### src/rtl/sobel_pkg.sv
// Shared types and constants for the Sobel window path.
package sobel_pkg;

    // Frame sequencer states.
    typedef enum logic [1:0] {
        StIdle,
        StClear,
        StRun,
        StDone
    } state_e;

    // Cycles the window generator is held cleared between frames.
    localparam int unsigned CLEAR_CYCLES = 2;
    // Cycles spent draining the window pipeline after the last pixel.
    localparam int unsigned DONE_CYCLES  = 2;
    // Width of row/column position counters.
    localparam int unsigned POS_W        = 16;
    // Width of the CLEAR/DONE phase counter; must hold max(CLEAR_CYCLES, DONE_CYCLES) - 1.
    localparam int unsigned PHASE_W      = 2;

endpackage

### src/rtl/pix_pos_cnt.sv
// Row/column pixel position counter with enable, synchronous clear and wrap/last flags.
module pix_pos_cnt
    import sobel_pkg::*;
#(
    parameter int unsigned COLS = 30,
    parameter int unsigned ROWS = 30
) (
    input  logic             clk,
    input  logic             rst,
    input  logic             clr,
    input  logic             en,
    output logic [POS_W-1:0] row,
    output logic [POS_W-1:0] col,
    output logic             col_last,
    output logic             frame_last
);

    localparam logic [POS_W-1:0] ColMax = POS_W'(COLS - 1);
    localparam logic [POS_W-1:0] RowMax = POS_W'(ROWS - 1);

    logic [POS_W-1:0] row_q, row_d;
    logic [POS_W-1:0] col_q, col_d;

    assign col_last   = (col_q == ColMax);
    assign frame_last = col_last && (row_q == RowMax);
    assign row        = row_q;
    assign col        = col_q;

    // Next position: clear wins over advance; column wrap carries into the row.
    always_comb begin
        row_d = row_q;
        col_d = col_q;
        if (clr) begin
            row_d = '0;
            col_d = '0;
        end else if (en) begin
            if (col_last) begin
                col_d = '0;
                row_d = (row_q == RowMax) ? '0 : row_q + POS_W'(1);
            end else begin
                col_d = col_q + POS_W'(1);
            end
        end
    end

    // Position registers.
    always_ff @(posedge clk) begin
        if (rst) begin
            row_q <= '0;
            col_q <= '0;
        end else begin
            row_q <= row_d;
            col_q <= col_d;
        end
    end

endmodule

### src/rtl/sobel_window_ctrl.sv
// Frame sequencer for the 3x3 window generator: handshake, frame FSM and window-valid pipeline.
module sobel_window_ctrl
    import sobel_pkg::*;
#(
    parameter int unsigned COL = 30,
    parameter int unsigned ROW = 30
) (
    input  logic        clk,
    input  logic        rst,
    input  logic        start,
    input  logic        s_valid,
    input  logic        s_sof,
    input  logic [7:0]  s_data,
    output logic        s_ready,
    output logic        win_valid_in,
    output logic [7:0]  win_din,
    output logic        win_rst_n,
    output logic        out_valid,
    output logic [15:0] out_row,
    output logic [15:0] out_col,
    output logic        busy,
    output logic        frame_done,
    output logic        err_resync
);

    state_e             state_q, state_d;
    logic [PHASE_W-1:0] phase_q, phase_d;

    logic [POS_W-1:0]   row, col;
    logic               col_last, frame_last;
    logic               at_origin;
    logic               sof_err;
    logic               accept;

    logic               win_rst_n_q;
    logic               win_valid_q;
    logic [7:0]         win_din_q;
    logic               v1_q;
    logic [POS_W-1:0]   r1_q, c1_q;
    logic               ov_q;
    logic [POS_W-1:0]   orow_q, ocol_q;

    assign at_origin = (row == '0) && (col == '0);
    // A start-of-frame anywhere but the origin means the source restarted; hold that beat.
    assign sof_err   = (state_q == StRun) && s_valid && s_sof && !at_origin;
    assign accept    = s_valid && s_ready;

    pix_pos_cnt #(
        .COLS(COL),
        .ROWS(ROW)
    ) u_pos (
        .clk       (clk),
        .rst       (rst),
        .clr       (state_q == StClear),
        .en        (accept),
        .row       (row),
        .col       (col),
        .col_last  (col_last),
        .frame_last(frame_last)
    );

    // FSM state and phase registers.
    always_ff @(posedge clk) begin
        if (rst) begin
            state_q <= StIdle;
            phase_q <= '0;
        end else begin
            state_q <= state_d;
            phase_q <= phase_d;
        end
    end

    // FSM next state.
    always_comb begin
        state_d = state_q;
        phase_d = phase_q;
        unique case (state_q)
            StIdle: begin
                if (start) begin
                    state_d = StClear;
                    phase_d = '0;
                end
            end
            StClear: begin
                if (phase_q == PHASE_W'(CLEAR_CYCLES - 1)) begin
                    state_d = StRun;
                    phase_d = '0;
                end else begin
                    phase_d = phase_q + PHASE_W'(1);
                end
            end
            StRun: begin
                if (sof_err) begin
                    state_d = StClear;
                    phase_d = '0;
                end else if (accept && frame_last) begin
                    state_d = StDone;
                    phase_d = '0;
                end
            end
            StDone: begin
                if (phase_q == PHASE_W'(DONE_CYCLES - 1)) begin
                    state_d = StIdle;
                    phase_d = '0;
                end else begin
                    phase_d = phase_q + PHASE_W'(1);
                end
            end
            default: begin
                state_d = StIdle;
                phase_d = '0;
            end
        endcase
    end

    // FSM outputs; s_ready never looks at s_data.
    always_comb begin
        s_ready    = (state_q == StRun) && !sof_err;
        err_resync = sof_err;
        frame_done = (state_q == StDone) && (phase_q == PHASE_W'(DONE_CYCLES - 1));
        busy       = (state_q != StIdle);
    end

    // Window feed and 2-stage valid/centre pipeline, aligned with the window-generator update.
    always_ff @(posedge clk) begin
        if (rst) begin
            win_rst_n_q <= 1'b0;
            win_valid_q <= 1'b0;
            win_din_q   <= '0;
            v1_q        <= 1'b0;
            r1_q        <= '0;
            c1_q        <= '0;
            ov_q        <= 1'b0;
            orow_q      <= '0;
            ocol_q      <= '0;
        end else begin
            win_rst_n_q <= (state_d != StClear);
            win_valid_q <= accept;
            if (accept) begin
                win_din_q <= s_data;
            end
            v1_q <= accept && (row >= POS_W'(2)) && (col >= POS_W'(2));
            if (accept) begin
                r1_q <= row - POS_W'(1);
                c1_q <= col - POS_W'(1);
            end
            ov_q <= v1_q;
            if (v1_q) begin
                orow_q <= r1_q;
                ocol_q <= c1_q;
            end
        end
    end

    assign win_rst_n    = win_rst_n_q;
    assign win_valid_in = win_valid_q;
    assign win_din      = win_din_q;
    assign out_valid    = ov_q;
    assign out_row      = orow_q;
    assign out_col      = ocol_q;

endmodule

### config.mk
export PLATFORM = sky130hd
export DESIGN_NAME = sobel_window_ctrl
export DESIGN_NICKNAME = d
export VERILOG_FILES = /design/src/rtl/sobel_pkg.sv /design/src/rtl/pix_pos_cnt.sv /design/src/rtl/sobel_window_ctrl.sv
export SDC_FILE = /design/constraint.sdc
export NUM_CORES = 1
export LEC_CHECK = 0
export ABC_CLOCK_PERIOD_IN_PS = 6700
export CORE_UTILIZATION = 25
export CTS_CLUSTER_DIAMETER = 200
export DETAILED_ROUTE_END_ITERATION = 16
export SLEW_MARGIN = 20
export SYNTH_ARGS = -nofsm -noshare
export SYNTH_HDL_FRONTEND = slang
export SYNTH_SLANG_ARGS = --single-unit
### constraint.sdc
create_clock -name clk -period 6.7 [get_ports clk]
set_input_delay 1.34 -clock clk [delete_from_list [all_inputs] [get_ports clk]]
set_output_delay 1.34 -clock clk [all_outputs]
set_load 0.05 [all_outputs]
Word level (Yosys, flattened, before mapping):

Cells that the tools add are included.

* register bits after elaboration: 112
* input bits: 13
* output and inout bits: 47

* equality and inequality tests: 9
* magnitude comparators: 2
* muxes and demuxes: 13
* add/subtract/negate cells: 5
* reductions and logical operators: 21

Operators with widths (number)
* $add 16x1->16 const B: 2
* $eq 16x5->1 const B: 2
* $ge 16x2->1 const B: 2
* $logic_not 16->1: 2
* $mux 16: 2
* $sub 16x1->16 const B: 2
* $mux 2: 9
* $logic_and 1x1->1: 11
* $pmux 2 s4: 1
* $pmux 2 s3: 1
* $eq 2x1->1 const B: 2
* $eq 2x2->1 const B: 2
* $reduce_and 2->1: 2
* $reduce_or 2->1: 2
* $ne 3x3->1 const B: 1
* $add 2x1->2 const B: 1
* $logic_not 1->1: 2
* $logic_not 2->1: 1
* $ne 2x1->1 const B: 1
* $ne 2x2->1 const B: 1
* $reduce_bool 2->1: 1

Depth between registers and ports, before layout:

Gate-level depths: netlist of run 1.

* depth after elaboration: 12
* gate-level depth with buffers: 9
* gate-level depth less buffers: 7

Cells and area by module:

From an unflattened synthesis of run 1, not the netlist that was laid out.

* cell total of the unflattened synthesis: 577
* area total of the unflattened synthesis: 5366.4 um^2

By module, submodules not included
* sobel_window_ctrl: area each 3622.2 um^2, cells an instance 378, instances 1, sequential area each 1601.5 um^2
* pix_pos_cnt: area each 1744.2 um^2, cells an instance 199, instances 1, sequential area each 640.6 um^2

Worst setup path after synthesis of run 1:

OpenSTA, ideal clock, no wires.

* path type: register to output
* start point: reg u_pos.row_q[0] (netlist: u_pos.row[0])
* end point: out s_ready
* setup slack: 2.881 ns
* data arrival time: 2.479 ns
* path buffers: 1
* required time: 5.360 ns
* cell stages (with the launch flop): 8
* cell sequence: dfxtp_1 > inv_1 > ha_1 > nor3b_1 > nand2_1 > o41a_1 > clkbuf_1 > a21oi_1

* longest elaborated chain between the ends: 6

Ends and longest elaborated chain
* start: declaration: line pix_pos_cnt.sv:21 `logic [POS_W-1:0] row_q, row_d;`
* start signal: assignment: line pix_pos_cnt.sv:52 `row_q <= row_d;`
* $logic_not 16->1: line sobel_window_ctrl.sv:43 `assign at_origin = (row == '0) && (col == '0);`
* $logic_and 1x1->1: line sobel_window_ctrl.sv:43
* $logic_not 1->1: line sobel_window_ctrl.sv:45 `assign sof_err = (state_q == StRun) && s_valid && s_sof && !at_origin;`
* $logic_and 1x1->1: line sobel_window_ctrl.sv:45
* $logic_not 1->1: line sobel_window_ctrl.sv:118 `s_ready = (state_q == StRun) && !sof_err;`
* $logic_and 1x1->1: line sobel_window_ctrl.sv:118
* end: declaration: line sobel_window_ctrl.sv:14 `output logic s_ready,`

Every way passes these cells.

Worst setup path after layout of run 1:

* start point: in s_valid
* end point: out err_resync

* longest elaborated chain between the ends: 3

Ends and longest elaborated chain
* start: declaration: line sobel_window_ctrl.sv:11 `input logic s_valid,`
* $logic_and 1x1->1 (3 in a row): line sobel_window_ctrl.sv:45
* end: declaration: line sobel_window_ctrl.sv:23 `output logic err_resync`

Every way passes these cells.

==> flow_summary.json, run 1 <==
{
  "status": "finished clean",
  "crit_fanout": 18,
  "cp-end-kind": "primary output",
  "grt_pass1_vias": 4060,
  "yosys_most_used_dff": "dfxtp_1",
  "nets": 643,
  "fin_util_pct": 30.87,
  "max_slew_margin_pct": 33.26,
  "routed_wl_mm": 12.61,
  "critPathLaunchType": "input port",
  "grt_pass1_wl_mm": 21.11,
  "cts_buffer_depth": 2,
  "worst_pin_slew_ns": 1.001,
  "via_per_inst": 4.975,
  "cts-root-buf": "clkbuf_16",
  "cts_sinks": 112,
  "initial_utilization_pct": 25.65,
  "ys_ff_latch": 112,
  "cts_buffers": 9,
  "synth.yosys.seq_area_share_pct": 42.92,
  "portBuffers": 59,
  "dr.pass1.iters": 4,
  "yosysWarnings": 0,
  "ctsResizeCount": 0,
  "io_pins": 60,
  "drc_errors": 0,
  "critPathArrivalTime_ns": 3.83,
  "core_area_um2": 20360,
  "critPathKind": "input port to primary output",
  "period_minus_slack_ns": 5.168,
  "synth_enable_flop_cells": 0,
  "grt_max_degree": 83,
  "layout-drive-gt1-share_pct": 5.112,
  "grt-ovfl-total": 0,
  "htreeDepth": 3,
  "rsz0062_at_grt": "no",
  "num_vias": 4458,
  "track_usage_pct": 12.00,
  "syn_to_final_growth_pct": 20.34,
  "antenna_found_initial": 0,
  "fin_skew_ns": 0.01070,
  "antenna_left": 0,
  "setup_violations": 0,
  "syn_inst": 606,
  "cts_tree": "built",
  "leakagePower_nw": 2.062,
  "vdd_drop_max_uv": 139.0,
  "post-cts-setup-buffers": 0,
  "postSynth.asyncResetShare_pct": 0,
  "period_share_pct": 77.13,
  "die_w_um": 146.6,
  "syn-num-nets": 628,
  "num_antenna_cells": 0,
  "clk_pin_slew_ns": 0.07,
  "p_per_area_nw_per_um2": 208.4,
  "drtIter0Drc": 308,
  "std_cell_rows": 52,
  "die_h_um": 146.6,
  "gp_congestion": 0.8007,
  "cap_violations": 0,
  "netlist_area_um2": 5224,
  "synth.distinct_cells": 43,
  "hold_violations": 0,
  "setup_tns_ns": 0,
  "dp_hpwl_mm": 8.445,
  "fmax_ghz": 0.1935,
  "fp.dieArea_um2": 21480,
  "synth.avg_cell_area_um2": 8.620,
  "wl_per_cell_um": 14.07,
  "clk_latency_ns": 0.35,
  "critical_path_required_ns": 5.36,
  "drv_slew": 0,
  "hold_buffers": 0,
  "hp-class": "flip-flop to flip-flop"
}
where the power goes:
group          leakage [nW]  switching (mW)  internal, mW
logic                  1.01          0.0426        0.0238
registers             0.904         0.00707         0.674
clock network         0.148           0.264         0.299
total                  2.06           0.314         0.996
worst max-delay path, stage by stage:
cell and delay (ns):
clkdlybuf4s50_1 0.58, nand3b_1 0.54, nor2_1 0.49, clkdlybuf4s50_1 0.87
cells in the final DEF, fill, tap and decap left out, drive strengths merged, types with 7 or more instances in the layout:
cell type | Yosys | layout
nand4 | 13 | 13
inv | 10 | 13
mux2i | 32 | 32
a21oi | 77 | 77
nor2 | 52 | 52
or3 | 11 | 11
clkdlybuf4s50 | 0 | 58
clkbuf | 48 | 9
nor3 | 10 | 10
dfxtp | 112 | 112
ha | 9 | 9
or4 | 27 | 27
xnor2 | 14 | 14
nand3 | 26 | 26
nor4 | 7 | 7
a211oi | 28 | 28
o31ai | 25 | 25
o21ai | 20 | 20
xor2 | 12 | 12
nand2 | 28 | 28
per-stage QoR:
step	area (µm²)	setup slack [ns]	std cells	power [mW]	hold slack, ns
after detailed placement	5969	1.534	880	0.7631	0.4651
after global placement	5961	1.543	880	0.7623	0.4574
after CTS	6282	1.518	896	1.324	0.4769
after global routing	6286	1.424	896	1.356	0.5107
final	6286	1.532	896	1.310	0.4760
after floorplan	5224	2.881	606	0.7392	0.4349
layout make-up:
type	instances	area, µm²
multi-input cells	425	2739
clock buffers	9	225.2
inverters	10	37.54
well taps	270	337.8
clock inverters	7	87.58
flip-flops and latches	112	2243
repair buffers	63	615.6
fillers	2120	14080
cells by family (layout without fill, tap and decap cells):
kind of cell             after synthesis  in the layout  synth area share (%)
adder cells (fa/ha/maj)                9              9                 2.156
flip-flops                           112            112                 42.92
XOR/XNOR                              26             26                 4.359
multiplexers                          32             32                 6.132
AO/OA/AOI/OAI                        163            163                 19.21
AND/OR/NAND/NOR                      195            195                 20.05
buffers and inverters                 69             89                 5.174
flip-flops by register name, indices dropped and copies added, names as in the netlist, 2 cells and up:
register and count:
win_din 8, c1_q 16, r1_q 16, phase_q 2
out_row 16, u_pos.col 16, out_col 16, state_q 2
u_pos.row 16
routing by layer:
| layer | global-route usage, % | routed length [µm] | share of wire, % | up-vias |
|---|---|---|---|---|
| met1 | 17.08 | 6399 | 51 | 2113 |
| met2 | 18.40 | 5621 | 45 | 88 |
| met5 | 0 | 0 | 0 | - |
| li1 | - | - | - | 2244 |
| met3 | 1.125 | 390 | 3.1 | 13 |
| met4 | 5.052 | 197 | 1.6 | 0 |
cell usage after synthesis, types with 10 or more instances:
master      n  area share (%)
dfxtp_1   112              43
xor2_1     12             2.0
clkbuf_1   48             3.4
nor2_1     52             3.7
or3_1      11             1.3
nand3_1    26             2.5
mux2i_1    32             6.1
o21ai_0    18             1.7
a211oi_1   28             4.0
nor3_1     10            0.96
o31ai_1    25             3.6
nand4_1    13             1.6
a21oi_1    77             7.4
xnor2_1    14             2.3
nand2_1    28             2.0
inv_1      10            0.72
or4_1      27             3.9
path summary, 6_finish.rpt:
kind,from,cells after the start,to,slack [ns]
worst min register to register,phase_q[1],2,phase_q[1],0.48
worst max-delay path,s_valid,4,err_resync,1.53
worst min-delay path,phase_q[1],2,phase_q[1],0.48
worst max register to register,u_pos.row[0],8,c1_q[3],3.40
No activity file was read; power rests on OpenSTA's default activity.
==> run 2: changes to the inputs <==
Settings changed: ABC_CLOCK_PERIOD_IN_PS 6700 to 4400.
Clock period 6.7 ns to 4.4 ns, I/O delays scaled along.
==> run 2 against run 1 <==
Effect of this change:
- clock power increased by 50%
- combinational power increased by 55%
- worst setup slack got worse by 0.82 ns
- non-clock buffer count increased by 4
- design area increased by 0.20%
- largest power group unchanged
- clock skew decreased by 0.0011 ns
==> flow_summary.json, run 2 (synthesized netlist as in run 1, its figures left out) <==
{
  "status": "finished clean",
  "leakagePower_nw": 2.085,
  "layout-drive-gt1-share_pct": 5.556,
  "r2r_slack_ns": 1.40,
  "antenna_left": 0,
  "grt_pass1_vias": 4014,
  "period_minus_slack_ns": 3.688,
  "worst_slack_ns": 0.7119,
  "rsz0062_at_grt": "no",
  "final_common_cell": "dfxtp_1",
  "critPathLaunchType": "flip-flop",
  "drtIter0Drc": 246,
  "nets": 647,
  "max_slew_margin_pct": 33.77,
  "cts_sinks": 112,
  "dp_hpwl_mm": 8.328,
  "htreeDepth": 3,
  "p_per_area_nw_per_um2": 314.9,
  "place_inst": 884,
  "gp_congestion": 0.7919,
  "cts-root-buf": "clkbuf_16",
  "wl_per_cell_um": 13.61,
  "io_pins": 60,
  "final_cell_mix": "dfxtp_1 (111), a21oi_1 (77), clkdlybuf4s50_1 (56), nor2_1 (51), mux2i_1 (32)",
  "fmax_ghz": 0.2711,
  "num_antenna_cells": 0,
  "grt_max_degree": 47,
  "critical_path_required_ns": 3.52,
  "vdd_drop_max_uv": 190.3,
  "setup_tns_ns": 0,
  "hold_violations": 0,
  "setup_violations": 0,
  "place_ws_ns": 0.9897,
  "worst_pin_slew_ns": 0.9934,
  "cts_buffer_depth": 2,
  "routed_wl_mm": 12.25,
  "syn_to_final_growth_pct": 20.57,
  "period_share_pct": 83.82,
  "postLayoutCellArea_um2": 6299,
  "initial_utilization_pct": 25.65,
  "die_w_um": 146.6,
  "via_per_inst": 4.914,
  "num_vias": 4423,
  "portBuffers": 59,
  "core_area_um2": 20360,
  "track_usage_pct": 11.59,
  "cts_buffers": 9,
  "ctsResizeCount": 0,
  "cp-end-kind": "primary output",
  "grt_pass1_wl_mm": 20.62,
  "crit_fanout": 18,
  "cap_violations": 0,
  "die_h_um": 146.6,
  "post-cts-setup-buffers": 0,
  "clk_latency_ns": 0.35,
  "hp-class": "flip-flop to flip-flop",
  "dpl-instance-area_um2": 5991,
  "dr.pass1.iters": 4,
  "drc_errors": 0,
  "critPathArrivalTime_ns": 2.81,
  "clk_pin_slew_ns": 0.07,
  "hold_buffers": 0,
  "drv_slew": 0,
  "grt-ovfl-total": 0,
  "critPathKind": "flip-flop to primary output",
  "std_cell_rows": 52,
  "stdcell_count": 900,
  "cts_tree": "built",
  "n_fill_cell": 2122,
  "fin_skew_ns": 0.009623,
  "fp.dieArea_um2": 21480,
  "antenna_found_initial": 0
}
==> run 2: cell types whose count changed in the layout (fill, tap and decap cells not counted) <==
| cell | previous run | this run |
|---|---|---|
| clkinvlp_4 | 2 | 1 |
| inv_8 | 3 | 0 |
| o21ai_2 | 2 | 0 |
| clkinv_4 | 1 | 0 |
| clkinv_2 | 0 | 1 |
| clkbuf_1 | 0 | 1 |
| o21ai_1 | 0 | 2 |
| clkbuf_8 | 0 | 2 |
| buf_4 | 4 | 10 |
| inv_6 | 0 | 1 |
| clkdlybuf4s50_1 | 58 | 56 |
==> run 2: per-layer routing <==
layer / vias up / track usage, % / wire, µm
li1: 2255 / - / -
met1: 2093 / 16.61 / 6313
met2: 67 / 17.79 / 5508
met3: 8 / 1.656 / 294
met4: 0 / 3.646 / 131
met5: - / 0 / 0
==> run 2: stage by stage <==
| stage | util, % | power [mW] | hold WS, ns |
|---|---|---|---|
| final | 30.93 | 1.984 | 0.4738 |
| after global routing | 30.93 | 2.060 | 0.5027 |
| after CTS | 30.93 | 2.005 | 0.4760 |
| after detailed placement | 29.42 | 1.164 | 0.4657 |
| after global placement | 29.39 | 1.163 | 0.4560 |
| after floorplan | - | 1.126 | 0.4349 |
==> run 2: area by class of cell <==
class                           instances  area [µm²]  area share (%)
Clock inverter                          4       51.30          0.8145
Multi-Input combinational cell        425        2731           43.37
Clock buffer                           12       256.5           4.072
Sequential cell                       112        2243           35.62
Tap cell                              270       337.8           5.364
Inverter                               10       37.54          0.5959
Timing Repair Buffer                   67       640.6           10.17
==> run 2: path summary, 6_finish.rpt <==
kind / cells past startpoint / startpoint / endpoint
worst min-delay path: 2 / phase_q[1] / phase_q[1]
worst max-delay path: 5 / u_pos.col[8] / s_ready
worst max register to register: 6 / u_pos.col[8] / u_pos.row[8]
worst min register to register: 2 / phase_q[1] / phase_q[1]
==> run 2: report_power, final <==
group	total, mW	internal [mW]	leakage [nW]	switching, mW
Combinational	0.103	0.0382	1.03	0.0647
Sequential	1.04	1.03	0.904	0.0107
Clock	0.844	0.475	0.149	0.369
==> run 2: worst max-delay path, cell delays in order, from the launching register on <==
cell,delay (ns)
dfxtp_1,0.37
nor3_1,0.49
nand4_1,0.36
o41a_2,0.72
a21oi_1,0.27
buf_4,0.24
